$ cat config.mk
export PLATFORM = sky130hd
export DESIGN_NAME = fetch_stage
export DESIGN_NICKNAME = d
export VERILOG_FILES = /design/src/rtl/fetch_stage_pkg.sv /design/src/rtl/fetch_stage_if_id_reg.sv /design/src/rtl/fetch_stage.sv
export SDC_FILE = /design/constraint.sdc
export NUM_CORES = 1
export LEC_CHECK = 0
export BUFFER_PORTS_ARGS = -buffer_cell sky130_fd_sc_hd__buf_2
export CELL_PAD_IN_SITES_DETAIL_PLACEMENT = 1
export CELL_PAD_IN_SITES_GLOBAL_PLACEMENT = 2
export CORE_ASPECT_RATIO = 2
export CORE_UTILIZATION = 29
export DETAILED_ROUTE_END_ITERATION = 8
export PLACE_DENSITY = 0.76
export SLEW_MARGIN = 20
export SYNTH_ARGS = -nofsm -noshare
export SYNTH_HDL_FRONTEND = slang
export SYNTH_HIERARCHICAL = 1
export SYNTH_SLANG_ARGS = --single-unit
$ cat constraint.sdc
create_clock -name clk -period 2.4 [get_ports clk]
set_clock_uncertainty 0.1 [all_clocks]
set_input_delay 0.48 -clock clk [delete_from_list [all_inputs] [get_ports clk]]
set_output_delay 0.48 -clock clk [all_outputs]
set_load 0.005 [all_outputs]
$ cat src/rtl/fetch_stage_pkg.sv
// Shared RV32 fetch/decode definitions: opcodes, NOP encoding, B-immediate helpers, IF/ID record.
package fetch_stage_pkg;

    localparam logic [6:0]  OPC_BRANCH  = 7'b1100011;
    localparam logic [31:0] RV_NOP_INST = 32'h0000_0013;

    typedef struct packed {
        logic        valid;
        logic [31:0] inst;
        logic [31:0] pc;
        logic [31:0] pc_plus4;
        logic        pred;
    } if_id_t;

    function automatic logic [31:0] b_imm(input logic [31:0] inst);
        return {{19{inst[31]}}, inst[31], inst[7], inst[30:25], inst[11:8], 1'b0};
    endfunction

    // Backward conditional branch: the sign bit of the B-immediate is the instruction MSB.
    function automatic logic is_backward_branch(input logic [31:0] inst);
        return (inst[6:0] == OPC_BRANCH) && inst[31];
    endfunction

endpackage

$ cat src/rtl/fetch_stage_if_id_reg.sv
// IF/ID pipeline register: captures the fetched record, holds on stall, invalidates to NOP.
module fetch_stage_if_id_reg
    import fetch_stage_pkg::*;
#(
    parameter logic [31:0] NOP_INST = RV_NOP_INST
) (
    input  logic   clk,
    input  logic   i_rst,
    input  logic   i_hold,
    input  logic   i_invalidate,
    input  if_id_t i_data,
    output if_id_t o_data
);

    localparam if_id_t INVALID = '{valid: 1'b0, inst: NOP_INST, pc: 32'd0,
                                   pc_plus4: 32'd0, pred: 1'b0};

    if_id_t data_d;
    if_id_t data_q;

    // Invalidate wins over hold so a redirect during a stall still kills the wrong-path word.
    always_comb begin
        // NOTE: default assignment first keeps this block free of inferred latches.
        data_d = data_q;
        if (i_invalidate) begin
            data_d = INVALID;
        end else if (!i_hold) begin
            data_d = i_data;
        end
    end

    always_ff @(posedge clk) begin
        // NOTE: reset is synchronous here, so it is tested inside the clocked block only.
        if (i_rst) begin
            data_q <= INVALID;
        end else begin
            // NOTE: state registers use non-blocking assignment so all flops update together.
            data_q <= data_d;
        end
    end

    assign o_data = data_q;

endmodule

$ cat src/rtl/fetch_stage.sv
// Instruction-fetch stage: PC register, next-PC selection and IF/ID capture.
// Optional backward-branch static prediction enabled by defining FETCH_STATIC_PREDICT_EN.
module fetch_stage
    import fetch_stage_pkg::*;
#(
    parameter logic [31:0] RESET_ADDR = 32'h0000_0000,
    parameter logic [31:0] NOP_INST   = RV_NOP_INST
) (
    input  logic        clk,
    input  logic        i_rst,
    output logic [31:0] o_imem_raddr,
    input  logic [31:0] i_imem_rdata,
    input  logic        i_stall,
    input  logic        i_flush,
    input  logic        i_redirect,
    input  logic [31:0] i_redirect_pc,
    output logic        o_id_valid,
    output logic [31:0] o_id_inst,
    output logic [31:0] o_id_pc,
    output logic [31:0] o_id_pc_plus4,
    output logic        o_id_pred_taken,
    output logic        o_misaligned
);

    logic [31:0] pc_q, pc_d;
    logic [31:0] pc_plus4;
    logic [31:0] next_seq;
    logic        pred;
    logic        misaligned_q, misaligned_d;
    if_id_t      if_id_in, if_id_out;

    assign pc_plus4 = pc_q + 32'd4;

`ifdef FETCH_STATIC_PREDICT_EN
    logic [31:0] br_target;

    assign br_target = pc_q + b_imm(i_imem_rdata);
    assign pred      = is_backward_branch(i_imem_rdata);
    // Word-align the predicted target; a halfword-only offset cannot leave PC misaligned.
    assign next_seq  = pred ? {br_target[31:2], 2'b00} : pc_plus4;
`else
    assign pred     = 1'b0;
    assign next_seq = pc_plus4;
`endif

    always_comb begin
        pc_d = pc_q;
        if (i_redirect) begin
            pc_d = {i_redirect_pc[31:2], 2'b00};
        end else if (!i_stall) begin
            pc_d = next_seq;
        end
    end

    assign misaligned_d = i_redirect && (|i_redirect_pc[1:0]);

    always_ff @(posedge clk) begin
        if (i_rst) begin
            pc_q         <= {RESET_ADDR[31:2], 2'b00};
            misaligned_q <= 1'b0;
        end else begin
            pc_q         <= pc_d;
            misaligned_q <= misaligned_d;
        end
    end

    assign if_id_in = '{valid: 1'b1, inst: i_imem_rdata, pc: pc_q,
                        pc_plus4: pc_plus4, pred: pred};

    fetch_stage_if_id_reg #(
        .NOP_INST(NOP_INST)
    ) u_if_id_reg (
        .clk         (clk),
        .i_rst       (i_rst),
        .i_hold      (i_stall),
        .i_invalidate(i_redirect || i_flush),
        .i_data      (if_id_in),
        .o_data      (if_id_out)
    );

    assign o_imem_raddr    = pc_q;
    assign o_id_valid      = if_id_out.valid;
    assign o_id_inst       = if_id_out.inst;
    assign o_id_pc         = if_id_out.pc;
    assign o_id_pc_plus4   = if_id_out.pc_plus4;
    assign o_id_pred_taken = if_id_out.pred;
    assign o_misaligned    = misaligned_q;

endmodule
# After elaboration in Yosys (flattened, before gate mapping)
# Cells that the tools add are included.
# classes
eq_ne	1
n_reduce_logical	5
mux	2
n_addsub	1
# ops
operator	n
32-bit 2-to-1 mux	2
32-bit by 3-bit adder with 32-bit output, second input constant	1
2-bit OR reduction	3
2-bit by 1-bit != test with 1-bit output, second input constant	1
1-bit logical AND	1
1-bit logical OR	1
# word_totals
regBits	130
wordCells	16
input_bits	69
output_inout_bits	131

# Longest topological paths before layout
# logic_depth
ltp_word	3
mapped_depth	8
depth_no_buf	7

# By module
# Netlist, hierarchy kept.
# modules_own_cells
mod	cells_each	instances	seq_area_each_um2	area_each_um2
fetch_stage_if_id_reg	318	1	1961.9	3482.1
fetch_stage	310	1	620.6	2324.7

# Worst setup path after synthesis
# No wires, ideal clock.
# synth_timing
kind	input port to flip-flop
from	input i_stall
to	register pc_q[24] (netlist: o_imem_raddr[24])
path_slack_ns	0.154
n_path_buf	2
cell_stages	6
setup_ns	0.091
arrival_ns	2.055
path_cell_list	buf_2 -> nand4b_1 -> or2_2 -> clkbuf_1 -> or4_1 -> a311oi_1
# synth_between
elab_chain_len	1
# synth_rtl
item	line	text
from (decl)	fetch_stage.sv:13	input logic i_stall,
2-bit by 1-bit != test with 1-bit output (no source line)	--	
to (signal assigned)	fetch_stage.sv:59	pc_q <= {RESET_ADDR[31:2], 2'b00};
to (signal assigned)	fetch_stage.sv:62	pc_q <= pc_d;
to (decl)	fetch_stage.sv:25	logic [31:0] pc_q, pc_d;
# No other way between the ends.
# A chain may end at the register's enable or synchronous reset.

# Worst setup path after layout
# layout_timing
from	register pc_q[8] (netlist: o_imem_raddr[8])
to	register pc_q[29] (netlist: o_imem_raddr[29])
# layout_between
elab_chain_len	3
# layout_rtl
item	line	text
32-bit by 3-bit adder with 32-bit output	fetch_stage.sv:32	assign pc_plus4 = pc_q + 32'd4;
32-bit 2-to-1 mux	fetch_stage.sv:50	end else if (!i_stall) begin
32-bit 2-to-1 mux	fetch_stage.sv:48	if (i_redirect) begin
# No other way between the ends. The select of a mux whose other input is x is not followed.

==> results.sh <==
export IMPL_status="finished, final reports clean"
export IMPL_final_antenna_net_count=0
export IMPL_row_count=72
export IMPL_cp_num_buf_inv=2
export IMPL_synth_top_cells_by_area="dfxtp_1, mux2i_1, nor2_1, xnor2_1, xor2_1"
export IMPL_synthArstFlopShare_pct=0
export IMPL_critPathKind="reg -> reg"
export IMPL_setup_violations=0
export IMPL_synth_top_cell_area_share_pct=44.5
export IMPL_final_max_slew_violation_count=0
export IMPL_internal_power_mw=4.14
export IMPL_crit_required_ns=2.58
export IMPL_crit_fanout=8
export IMPL_cp_end_kind="flip-flop"
export IMPL_finalHoldViolations=0
export IMPL_vias=5412
export IMPL_netlist_instances=628
export IMPL_yosysTopAreaCell="dfxtp_1"
export IMPL_vdd_drop_max_mv=0.409
export IMPL_ys_ff_latch=129
export IMPL_startpoint_type="flip-flop"
export IMPL_fmax_mhz=442
export IMPL_wire_per_inst_um=17.8
export IMPL_die_area_sq_um=20600
export IMPL_worst_path_dominant_cell_family="simple AND/OR/NAND/NOR gates"
export IMPL_coreArea_sq_um=19500
export IMPL_nets=909
export IMPL_routabilityCongestion=0.821
export IMPL_wirelength_mm=19.8
export IMPL_synth_edf_count=0
export IMPL_clock_latency_ns=0.42
export IMPL_drt_initial_drc_count=173
export IMPL_pwr_share_comb_pct=10.0
export IMPL_power_frac_seq_pct=41.2
export IMPL_tightest_slew_ns=0.629
export IMPL_cts_htree_levels=4
export IMPL_yosys_most_used_dff="dfxtp_1"
export IMPL_path_cells="nand4_1, buf_4, nor4_1, buf_4, a211oi_1, a2111oi_0"
export IMPL_drt_vias_per_instance=4.88
export IMPL_switchingPower_mw=1.35
export IMPL_cts_root_buf="clkbuf_16"
export IMPL_slew_headroom_pct=57.7
export IMPL_num_io_pins=200
export IMPL_fin_cells=1110
export IMPL_drive_gt1_share_pct=33.0
export IMPL_ys_types=46
export IMPL_avgSynthCellArea_sq_um=9.25
export IMPL_dp_cells=1078
export IMPL_cts_sinks=129
export IMPL_antenna_found_initial=0
export IMPL_io_buffers=197
export IMPL_antenna_cells=0
export IMPL_fp_dieW_um=102
export IMPL_tns_ns=0
export IMPL_fin_crit_sh_pct=94.3
export IMPL_syn_area_sq_um=5810
export IMPL_cts_buffers=17
export IMPL_critPathArrivalTime_ns=2.45
export IMPL_initial_core_util_pct=29.8
export IMPL_dp_hpwl_mm=14.9
export IMPL_grt_overflow=0
export IMPL_yosysMostFrequentCell="nor2_1"
export IMPL_slowest_stage="nor4_1"
export IMPL_dr_pass1_iters=4
export IMPL_clkPwrFrac_pct=48.8
export IMPL_rsz0062_at_grt="no"
export IMPL_grt_start_max_net_pins=96
export IMPL_swShare_pct=24.6
export IMPL_area_delta_synth_final_pct=34.5
export IMPL_critPathMaxStageDelay_ns=0.41
export IMPL_cts_tree="built"
export IMPL_clk_pin_slew_ns=0.06
export IMPL_ys_warn_count=6
export IMPL_dieHeight_um=202
export IMPL_p_leak_nw=3.63
export IMPL_p_per_area_nw_per_um2=703
export IMPL_fin_crit_ns=2.26
export IMPL_hold_buffers=0
export IMPL_grt_pass1_vias=5697
export IMPL_drc_errors=0
export IMPL_synth_yosys_seq_area_share_pct=44.5
export IMPL_cts_buffer_depth=2
export IMPL_path_common_cell="buf_4"
export IMPL_maxCapViolCount=0
export IMPL_hp_class="in -> reg"
export IMPL_synthTopCellsByCount="nor2_1, dfxtp_1, mux2i_1, xnor2_1, clkbuf_1"
export IMPL_track_usage_pct=19.7
export IMPL_grt_pass1_wl_mm=30.3
[tightest hold or removal path, delay by kind of cell]
kind | cells | cell delay (ns)
multiplexers | 1 | 0.05
buffers and inverters | 1 | 0.08
AND/OR/NAND/NOR | 1 | 0.06
[final timing paths]
| path | start | to | slack (ns) | depth (start not counted) |
|---|---|---|---|---|
| worst max-delay path | o_imem_raddr[8] | o_imem_raddr[29] | 0.14 | 6 |
| worst min-delay path | i_imem_rdata[0] | u_if_id_reg/o_data[65] | 0.18 | 3 |
| worst max register to register | o_imem_raddr[8] | o_imem_raddr[29] | 0.14 | 6 |
| worst min register to register | u_if_id_reg/o_data[65] | u_if_id_reg/o_data[65] | 0.39 | 2 |
[kinds of logic after synthesis]
family	count (synthesis)	share of synthesized area, %
simple gates	243	19.9
fa+ha+maj	1	0.215
mux	100	17.2
compound gates	46	5.97
other cells	2	0.129
buf+inv	66	5.93
xor+xnor	41	6.18
flops	129	44.5
[cell type report]
type                       count  area, sq um
timing repair buffer         240         1330
sequential                   129         2580
clock buffer                  19          453
clock inverter                12          160
fill                        2371        11600
multi-input combinational    439         2920
tap                          259          324
inverter                      12         45.0
[metrics by stage]
| step | worst slack, ns | power [mW] | hold WS (ns) | instance area [sq um] | utilization (%) |
|---|---|---|---|---|---|
| 3_3_place_gp | 0.169 | 2.84 | 0.360 | 7160 | 36.8 |
| 2_1_floorplan | 0.154 | 2.62 | 0.368 | 5830 | - |
| 4_1_cts | 0.107 | 5.57 | 0.160 | 7780 | 40.0 |
| 5_1_grt | 0.0299 | 5.73 | 0.170 | 7810 | 40.1 |
| 3_5_place_dp | 0.130 | 2.86 | 0.375 | 7160 | 36.8 |
| 6_report | 0.136 | 5.49 | 0.178 | 7810 | 40.1 |
[power by group through the flow]
stage | sequential (mW) | clock, mW | combinational (mW)
floorplan | 2.31 | 0 | 0.313
global placement | 2.30 | 0 | 0.539
detailed placement | 2.31 | 0 | 0.552
CTS | 2.26 | 2.76 | 0.556
global route | 2.27 | 2.86 | 0.602
finish | 2.26 | 2.68 | 0.550
[timing repair]
item,in CTS,in global routing
resized for setup,0,2
setup endpoints to repair,0,3
setup buffers,0,0
[layer usage]
layer	vias up	global-route usage [%]	wire length, um
met5	-	0	0
met4	0	12.7	935
met3	48	3.77	809
met2	181	36.6	10900
met1	2590	19.0	7080
li1	2593	-	-
[sequential cells by signal, summed over array words and instances (netlist names)]
signal              count
u_if_id_reg/o_data     98
o_imem_raddr           30
o_misaligned            1
[placed cells by master, fill, tap and decap left out, drive strengths merged, types with 10 or more instances in the layout]
master,n
a211oi,13
and4,10
buf,240
clkbuf,19
dfxtp,129
inv,11
mux2i,100
nand2,23
nand3,12
nand4,13
nor2,134
nor3,15
nor4,10
xnor2,27
xor2,14
Note: power is estimated with default switching activity, not from simulation.
